`src/rtl/btn_arb_pkg.sv`:
```
// btn_arb_pkg: shared types, defaults and the round-robin pick helper for btn_event_arbiter.
package btn_arb_pkg;
  typedef enum logic {IDLE, OFFER} state_e;
  localparam int N_BTN_DEF = 4;
  localparam int ID_W_DEF = 2;
  localparam int MAX_BTN = 32;
  typedef struct packed {
    logic found;
    logic [4:0] idx;
  } pick_t;
  // Scan ptr+1, ptr+2, ... modulo n; the smallest offset wins, so iterate from the far end.
  function automatic pick_t rr_pick(input logic [MAX_BTN-1:0] pend, input logic [4:0] ptr, input int n);
    pick_t p;
    int j;
    p = '0;
    for (int k = MAX_BTN; k >= 1; k--) begin
      j = (int'(ptr) + k) % n;
      if (k <= n && pend[5'(j)]) p = '{found: 1'b1, idx: 5'(j)};
    end
    return p;
  endfunction
endpackage

```
`src/rtl/btn_event_arbiter_if.sv`:
```
// btn_event_arbiter_if: valid/ready event channel from the arbiter to its consumer.
interface btn_event_arbiter_if #(parameter int ID_W = btn_arb_pkg::ID_W_DEF);
  logic evt_valid;
  logic evt_ready;
  logic evt_repeat;
  logic [ID_W-1:0] evt_id;
  modport master(output evt_valid, evt_id, evt_repeat, input evt_ready);
  modport slave(input evt_valid, evt_id, evt_repeat, output evt_ready);
endinterface

```
`src/rtl/btn_edge_rpt.sv`:
```
// btn_edge_rpt: per-button rising-edge detector; with AUTO_REPEAT_EN it also emits hold-to-repeat ticks.
module btn_edge_rpt
`ifdef AUTO_REPEAT_EN
#(
  parameter int HOLD_CYCLES = 25000000,
  parameter int REPEAT_CYCLES = 5000000,
  parameter int CNT_W = 25
)
`endif
(
  input  logic clk,
  input  logic rst,
  input  logic btn,
`ifdef AUTO_REPEAT_EN
  output logic tick,
`endif
  output logic rise
);
  logic prev_q, prev_d;
  always_comb prev_d = btn;
  // prev resets high so a button held through reset is not seen as a press.
  always_ff @(posedge clk) prev_q <= !rst ? 1'b1 : prev_d;
  assign rise = btn & ~prev_q;
`ifdef AUTO_REPEAT_EN
  logic [CNT_W-1:0] cnt_q, cnt_d;
  logic armed_q, armed_d, held;
  always_comb begin
    held = btn & prev_q;
    tick = held && cnt_q == CNT_W'(armed_q ? REPEAT_CYCLES - 1 : HOLD_CYCLES - 1);
    cnt_d = held && !tick ? cnt_q + 1'b1 : '0;
    armed_d = held & (armed_q | tick);
  end
  always_ff @(posedge clk) begin
    cnt_q <= !rst ? '0 : cnt_d;
    armed_q <= !rst ? 1'b0 : armed_d;
  end
`endif
endmodule

```
`src/rtl/btn_event_arbiter.sv`:
```
// btn_event_arbiter: latches button presses and serialises them round-robin onto one valid/ready channel.
// Define AUTO_REPEAT_EN to add hold-to-repeat events flagged by evt_repeat.
module btn_event_arbiter
  import btn_arb_pkg::*;
#(
  parameter int N_BTN = N_BTN_DEF,
  parameter int ID_W = ID_W_DEF,
  parameter int HOLD_CYCLES = 25000000,
  parameter int REPEAT_CYCLES = 5000000,
  parameter int CNT_W = 25
) (
  input  logic clk,
  input  logic rst,
  input  logic [N_BTN-1:0] btn_in,
  btn_event_arbiter_if.master evt,
  output logic ovf
);
  logic [N_BTN-1:0] rise, tick, acc, pend_q, pend_d;
  logic [ID_W-1:0] id_q, id_d, ptr_q, ptr_d;
  logic ovf_q, ovf_d, grant, done;
  state_e state_q, state_d;
  pick_t pick;
  if ((1 << ID_W) < N_BTN || N_BTN > MAX_BTN || (64'd1 << CNT_W) < 64'(HOLD_CYCLES) ||
      (64'd1 << CNT_W) < 64'(REPEAT_CYCLES)) begin : g_bad_cfg
    $error("btn_event_arbiter: inconsistent parameters");
  end
  for (genvar i = 0; i < N_BTN; i++) begin : g_btn
`ifdef AUTO_REPEAT_EN
    btn_edge_rpt #(.HOLD_CYCLES(HOLD_CYCLES), .REPEAT_CYCLES(REPEAT_CYCLES), .CNT_W(CNT_W)) u_edge (
      .clk(clk), .rst(rst), .btn(btn_in[i]), .tick(tick[i]), .rise(rise[i]));
`else
    btn_edge_rpt u_edge (.clk(clk), .rst(rst), .btn(btn_in[i]), .rise(rise[i]));
    assign tick[i] = 1'b0;
`endif
  end
  always_comb begin
    pick = rr_pick(MAX_BTN'(pend_q), 5'(ptr_q), N_BTN);
    grant = state_q == IDLE && pick.found;
    done = state_q == OFFER && evt.evt_ready;
    acc = done ? N_BTN'(1) << id_q : '0;
    // A new request landing on the bit being accepted re-queues it instead of merging.
    pend_d = (pend_q & ~acc) | rise | tick;
    ovf_d = |((rise | tick) & pend_q & ~acc);
    state_d = grant ? OFFER : done ? IDLE : state_q;
    id_d = grant ? ID_W'(pick.idx) : id_q;
    ptr_d = done ? id_q : ptr_q;
  end
  always_ff @(posedge clk) begin
    if (!rst) begin
      state_q <= IDLE;
      pend_q <= '0;
      id_q <= '0;
      ptr_q <= ID_W'(N_BTN - 1);
      ovf_q <= 1'b0;
    end else begin
      state_q <= state_d;
      pend_q <= pend_d;
      id_q <= id_d;
      ptr_q <= ptr_d;
      ovf_q <= ovf_d;
    end
  end
`ifdef AUTO_REPEAT_EN
  logic [N_BTN-1:0] rep_q, rep_d;
  logic erep_q, erep_d;
  always_comb begin
    rep_d = tick | (rep_q & ~acc & ~rise);
    erep_d = grant ? rep_q[ID_W'(pick.idx)] : erep_q;
  end
  always_ff @(posedge clk) begin
    rep_q <= !rst ? '0 : rep_d;
    erep_q <= !rst ? 1'b0 : erep_d;
  end
  assign evt.evt_repeat = erep_q;
`else
  assign evt.evt_repeat = 1'b0;
`endif
  assign evt.evt_valid = state_q == OFFER;
  assign evt.evt_id = id_q;
  assign ovf = ovf_q;
endmodule

```
`src/flat_wrapper.sv`:
```
// flat-port wrapper written by rule: the top's interface ports become plain ports
module btn_event_arbiter_flat import btn_arb_pkg::*;
#(
  parameter int N_BTN = N_BTN_DEF,
  parameter int ID_W = ID_W_DEF,
  parameter int HOLD_CYCLES = 25000000,
  parameter int REPEAT_CYCLES = 5000000,
  parameter int CNT_W = 25
)
  (clk, rst, btn_in, ovf, evt_evt_valid, evt_evt_id, evt_evt_repeat, evt_evt_ready);
  btn_event_arbiter_if #(.ID_W(ID_W)) evt_i ();
  input  logic clk;
  input  logic rst;
  input  logic [N_BTN-1:0] btn_in;
  output logic ovf;
  output wire logic [$bits(evt_i.evt_valid)-1:0] evt_evt_valid;
  output wire logic [$bits(evt_i.evt_id)-1:0] evt_evt_id;
  output wire logic [$bits(evt_i.evt_repeat)-1:0] evt_evt_repeat;
  input wire logic [$bits(evt_i.evt_ready)-1:0] evt_evt_ready;
  assign evt_evt_valid = evt_i.evt_valid;
  assign evt_evt_id = evt_i.evt_id;
  assign evt_evt_repeat = evt_i.evt_repeat;
  assign evt_i.evt_ready = evt_evt_ready;
  btn_event_arbiter #(.N_BTN(N_BTN), .ID_W(ID_W), .HOLD_CYCLES(HOLD_CYCLES), .REPEAT_CYCLES(REPEAT_CYCLES), .CNT_W(CNT_W)) u_core (.clk(clk), .rst(rst), .btn_in(btn_in), .evt(evt_i), .ovf(ovf));
endmodule
```
`config.mk`:
```
export PLATFORM = sky130hd
export DESIGN_NAME = btn_event_arbiter_flat
export DESIGN_NICKNAME = d
export VERILOG_FILES = /design/src/rtl/btn_arb_pkg.sv /design/src/rtl/btn_event_arbiter_if.sv /design/src/rtl/btn_edge_rpt.sv /design/src/rtl/btn_event_arbiter.sv /design/src/flat_wrapper.sv
export SDC_FILE = /design/constraint.sdc
export NUM_CORES = 1
export LEC_CHECK = 0
export CAP_MARGIN = 30
export CORE_MARGIN = 2
export CORE_UTILIZATION = 49
export DETAILED_ROUTE_END_ITERATION = 8
export PLACE_DENSITY = 0.75
export SYNTH_ARGS = -nofsm -noshare
export SYNTH_HDL_FRONTEND = slang
export SYNTH_SLANG_ARGS = --single-unit
```
`constraint.sdc`:
```
create_clock -name clk -period 1.55 [get_ports clk]
set_input_delay 0.155 -clock clk [delete_from_list [all_inputs] [get_ports clk]]
set_output_delay 0.155 -clock clk [all_outputs]
set_load 0.02 [all_outputs]
```
# After elaboration in Yosys (flattened, before gate mapping)
# Cells that the tools add are included.
dict set report classes {
  addsub 4
  n_lt_le_gt_ge 4
  shifts 1
  muxes 19
  bitwise_logic 18
  reduce_logical 8
}
# op n
set ops {}
lappend ops {{$lt 3x7->1 const B} 4}
lappend ops {{$mux 6} 4}
lappend ops {{$and 4x4->4} 3}
lappend ops {{$bmux 1 s3} 4}
lappend ops {{$mux 1} 10}
lappend ops {{$reduce_or 2->1} 4}
lappend ops {{$not 1->1} 5}
lappend ops {{$add 2x1->2 const B} 2}
lappend ops {{$add 2x2->2 const B} 2}
lappend ops {{$and 1x1->1} 4}
lappend ops {{$and 1x1->1 const A} 4}
lappend ops {{$mux 4} 1}
lappend ops {{$not 4->4} 1}
lappend ops {{$or 4x4->4} 1}
lappend ops {{$reduce_or 4->1} 1}
lappend ops {{$shl 1x2->4 const A} 1}
lappend ops {{$logic_and 1x1->1} 2}
lappend ops {{$reduce_bool 2->1} 1}
dict set report word_totals {
  regBits 14
  inputBits 7
}

# Longest topological paths before layout
dict set report depth {
  word_depth 12
  ltp_mapped 4
  mapped_depth_nobuf 3
}

# By module
# Synthesis repeated with hierarchy kept, for this count alone.
dict set report hier_totals {
  cells_unflattened 72
  area_unflattened_um2 674.4
}
# module instances cells_each area_per_inst_um2 seq_area_each_um2
set by_module_without_submodules {}
lappend by_module_without_submodules {btn_event_arbiter 1 60 514.2 200.2}
lappend by_module_without_submodules {btn_edge_rpt 4 3 40.0 20.0}

# Least setup slack after synthesis
# No wires, ideal clock.
dict set report synth_path {
  kind {reg2reg}
  from {register u_core.state_q, in the netlist u_core.evt.evt_valid}
  to {register u_core.ovf_q, in the netlist u_core.ovf}
  arrival_time_ps 1091
  required_time_ps 1424
  setup_slack_ps 333
  stages_incl_launch_ff 5
  path_buffers 1
  cell_sequence {dfxtp_1 > clkbuf_1 > nand4b_1 > a32oi_1 > o22ai_1}
}
dict set report synth_via {
  elab_chain_len 5
}
# item line
set synth_rtl {}
lappend synth_rtl {{start, declared} btn_event_arbiter.sv:21} ;# state_e state_q, state_d;
lappend synth_rtl {{start signal, assigned} btn_event_arbiter.sv:56} ;# state_q <= state_d;
lappend synth_rtl {{$logic_and 1x1->1} btn_event_arbiter.sv:39} ;# done = state_q == OFFER && evt.evt_ready;
lappend synth_rtl {{$mux 4} btn_event_arbiter.sv:40} ;# acc = done ? N_BTN'(1) << id_q : '0;
lappend synth_rtl {{$not 4->4} btn_event_arbiter.sv:43} ;# ovf_d = |((rise | tick) & pend_q & ~acc);
lappend synth_rtl {{$and 4x4->4} btn_event_arbiter.sv:43}
lappend synth_rtl {{$reduce_or 4->1} btn_event_arbiter.sv:43}
lappend synth_rtl {{end signal, assigned} btn_event_arbiter.sv:60} ;# ovf_q <= ovf_d;
lappend synth_rtl {{end, declared} btn_event_arbiter.sv:20} ;# logic ovf_q, ovf_d, grant, done;
# Every way passes these cells.
# A chain may end at the register's enable or synchronous reset.

# Worst setup path after layout
dict set report layout_path {
  from {register u_core.id_q[1], in the netlist u_core.evt.evt_id[1]}
  to {output evt_evt_id[1]}
}
# item line
set layout_rtl {}
lappend layout_rtl {{start, declared} btn_event_arbiter.sv:19} ;# logic [ID_W-1:0] id_q, id_d, ptr_q, ptr_d;
lappend layout_rtl {{start signal, assigned} btn_event_arbiter.sv:58} ;# id_q <= id_d;
lappend layout_rtl {{end, declared} flat_wrapper.sv:17} ;# output wire logic [$bits(evt_i.evt_id)-1:0] evt_evt_id;
# No word-level cell between the ends.

==> flow_summary.json <==
{
  "io_buffers": 10,
  "nets": 92,
  "hp-start": "btn_in[3]",
  "path_max_fanout": 7,
  "synth_top_area_frac": 0.422,
  "ys_seq_elements": 14,
  "slowest_delay_ps": 640,
  "synth_edf_count": 0,
  "drt-total-wl_um": 1230,
  "finalClockSkew_ps": 3.65,
  "fin_ws_ps": 68.7,
  "final_core_util": 0.626,
  "drive_above_1_share": 0.0964,
  "setup_viol": 0,
  "critPathTopFamily": "buffers and inverters",
  "dieArea_mm2": 0.00167,
  "core_area_mm2": 0.00128,
  "grt_overflow": 0,
  "grt_pass1_vias": 469,
  "rr_startpoint": "u_core.pend_q[1]$_SDFF_PN0_",
  "start_util": 0.517,
  "startpoint_type": "register",
  "tns_ps": 0,
  "cts-htree-levels": 1,
  "r2r_slack_ps": 270,
  "drt_iter0_drc": 5,
  "hold_depth": 2,
  "min_path_type": "primary input to register",
  "critPathBufInv": 1,
  "vias": 555,
  "crit_path_top_delay_cell": "clkdlybuf4s50_1",
  "hold_violations": 0,
  "maxCapViolCount": 0,
  "cp_data_required_time_ps": 1390,
  "min_to": "u_core.g_btn[3].u_edge.prev_q$_SDFF_PN1_",
  "worst_setup_path_end_kind": "primary output",
  "grt_pass1_wl_um": 2100,
  "drtAntennaViolNets": 0,
  "synth_area_um2": 664,
  "vias_per_cell": 5.66,
  "ys_warn_count": 0,
  "yosysMostFrequentCell": "dfxtp_1",
  "clk_pin_slew_ps": 70,
  "holdBufCountCts": 0,
  "firstDrtPassIters": 4,
  "synth.avg_cell_area_um2": 9.36,
  "cts.sinks": 14,
  "netlist_instances": 71,
  "status": "finished clean",
  "r2r_end": "u_core.evt.evt_valid$_SDFFE_PN0P_",
  "cts_buffers": 3,
  "cts_root_buf": "clkbuf_4",
  "antenna_found_initial": 0,
  "synth_area_leaders": "dfxtp_1 42%, nor2b_1 8.5%, nand2b_1 3.8%, a21oi_1 3.0%, nand4b_1 2.6%",
  "clk_path_buf_depth": 2,
  "r2r_cells": 2,
  "drc": 0,
  "path_class": "register to primary output",
  "ir_drop_mv": 0.580,
  "io_pins": 12,
  "num_antenna_cells": 0,
  "die_y_um": 40.8,
  "num_rows": 13,
  "grt_max_degree": 11,
  "pre_cts_ws_ps": 230,
  "synth.net_count": 78,
  "place_congestion": 0.708,
  "drt-wirelength-per-cell_um": 12.6,
  "seq_area_frac_synth": 0.422,
  "yosys.area.top_type": "dfxtp_1",
  "cp_cell_sequence": "clkdlybuf4s50_1",
  "synthTopCellsByCount": "14 x dfxtp_1, 9 x nor2b_1, 4 x a21oi_1, 4 x nand2b_1",
  "gr-usage-all-layers": 0.196,
  "insertion_delay_ps": 270,
  "die_w_um": 40.8,
  "period_needed_ps": 1480,
  "powerDensity_mw_per_mm2": 944,
  "synthFlopType": "dfxtp_1",
  "slew_violations": 0,
  "synthToLayoutAreaGrowth_pct": 21.1,
  "hpwl_um": 942,
  "synth.distinct_cells": 34,
  "post-route-period-util": 0.956,
  "cp.arrival_ps": 1330,
  "ys_async_sr_fraction": 0,
  "cts_tree": "yes",
  "rsz0062_at_grt": "false",
  "fmax_ghz": 0.675,
  "p_leak_nw": 0.325
}
==> flip-flops by register name, summed over array words and instances, names as in the netlist <==
name,flops
u_core.ovf,1
u_core.evt.evt_id,2
u_core.g_btn.u_edge.prev_q,4
u_core.ptr_q,2
u_core.evt.evt_valid,1
u_core.pend_q,4
==> report_power, final <==
group | internal, mW | switching [mW] | leakage [nW]
logic | 0.0839 | 0.0675 | 0.196
clock network | 0.0900 | 0.103 | 0.0138
registers | 0.386 | 0.0295 | 0.116
==> cells in the final DEF, fill, tap and decap left out, drive strengths merged <==
cell type / n
buf: 3
nor3b: 1
nand2: 3
a32oi: 1
a32o: 1
nand4: 1
clkbuf: 3
dfxtp: 14
o22ai: 1
conb: 1
o32ai: 2
inv: 3
dlymetal6s2s: 1
and3b: 1
nand3: 2
nor4: 1
o211ai: 1
a21oi: 4
or2b: 1
nor2b: 9
a22oi: 2
o311a: 1
nand2b: 5
and4b: 1
mux2i: 1
nand4b: 2
or4: 1
clkdlybuf4s50: 9
o211a: 1
o21ai: 2
nand3b: 1
nor2: 1
o221ai: 1
nand4bb: 1
==> per-layer routing <==
metal | up-vias | global-route usage | wire length (um)
met4 | 0 | 0.0250 | 0
met5 | - | 0 | 0
met2 | 14 | 0.270 | 600
met3 | 0 | 0.0978 | 60
li1 | 288 | - | -
met1 | 253 | 0.275 | 570
==> per-stage QoR <==
step	cells	cell area (um2)	hold WS, ps	power, mW
final	98	805	464	0.759
after global routing	98	805	484	0.805
after CTS	98	802	453	0.773
after detailed placement	95	779	524	0.576
after global placement	95	779	509	0.573
after floorplan	71	664	228	0.515
==> cell type report <==
type / instances / area (um2)
fillers: 118 / 480
multi-input cells: 50 / 347
flip-flops and latches: 14 / 280
repair buffers: 13 / 125
clock buffers: 3 / 22.5
well taps: 15 / 18.8
inverters: 3 / 11.3
==> kinds of logic after synthesis <==
kind of cell | after synthesis | synth area share
compound gates | 17 | 0.186
buf+inv | 7 | 0.0565
flops | 14 | 0.422
mux | 1 | 0.0151
other cells | 1 | 0.00564
simple gates | 31 | 0.315
==> timing repair <==
item,CTS,global route
setup endpoints to repair,0,1
buffers inserted,0,0
gates resized for setup,0,1
==> worst max-delay path by stage <==
stage                                 startpoint               endpoint  slack (ps)  cells after the start
2_1_floorplan  u_core.evt.evt_valid$_SDFFE_PN0P_  u_core.ovf$_SDFF_PN0_         330                      4
3_3_place_gp                                 rst  u_core.ovf$_SDFF_PN0_         250                      4
3_5_place_dp                                 rst  u_core.ovf$_SDFF_PN0_         230                      4
4_1_cts        u_core.evt.evt_id[1]$_SDFFE_PN0P_          evt_evt_id[1]          50                      1
5_1_grt        u_core.evt.evt_id[1]$_SDFFE_PN0P_          evt_evt_id[1]        0.08                      1
6_report       u_core.evt.evt_id[1]$_SDFFE_PN0P_          evt_evt_id[1]          70                      1
(Power assumes the default switching activity.)
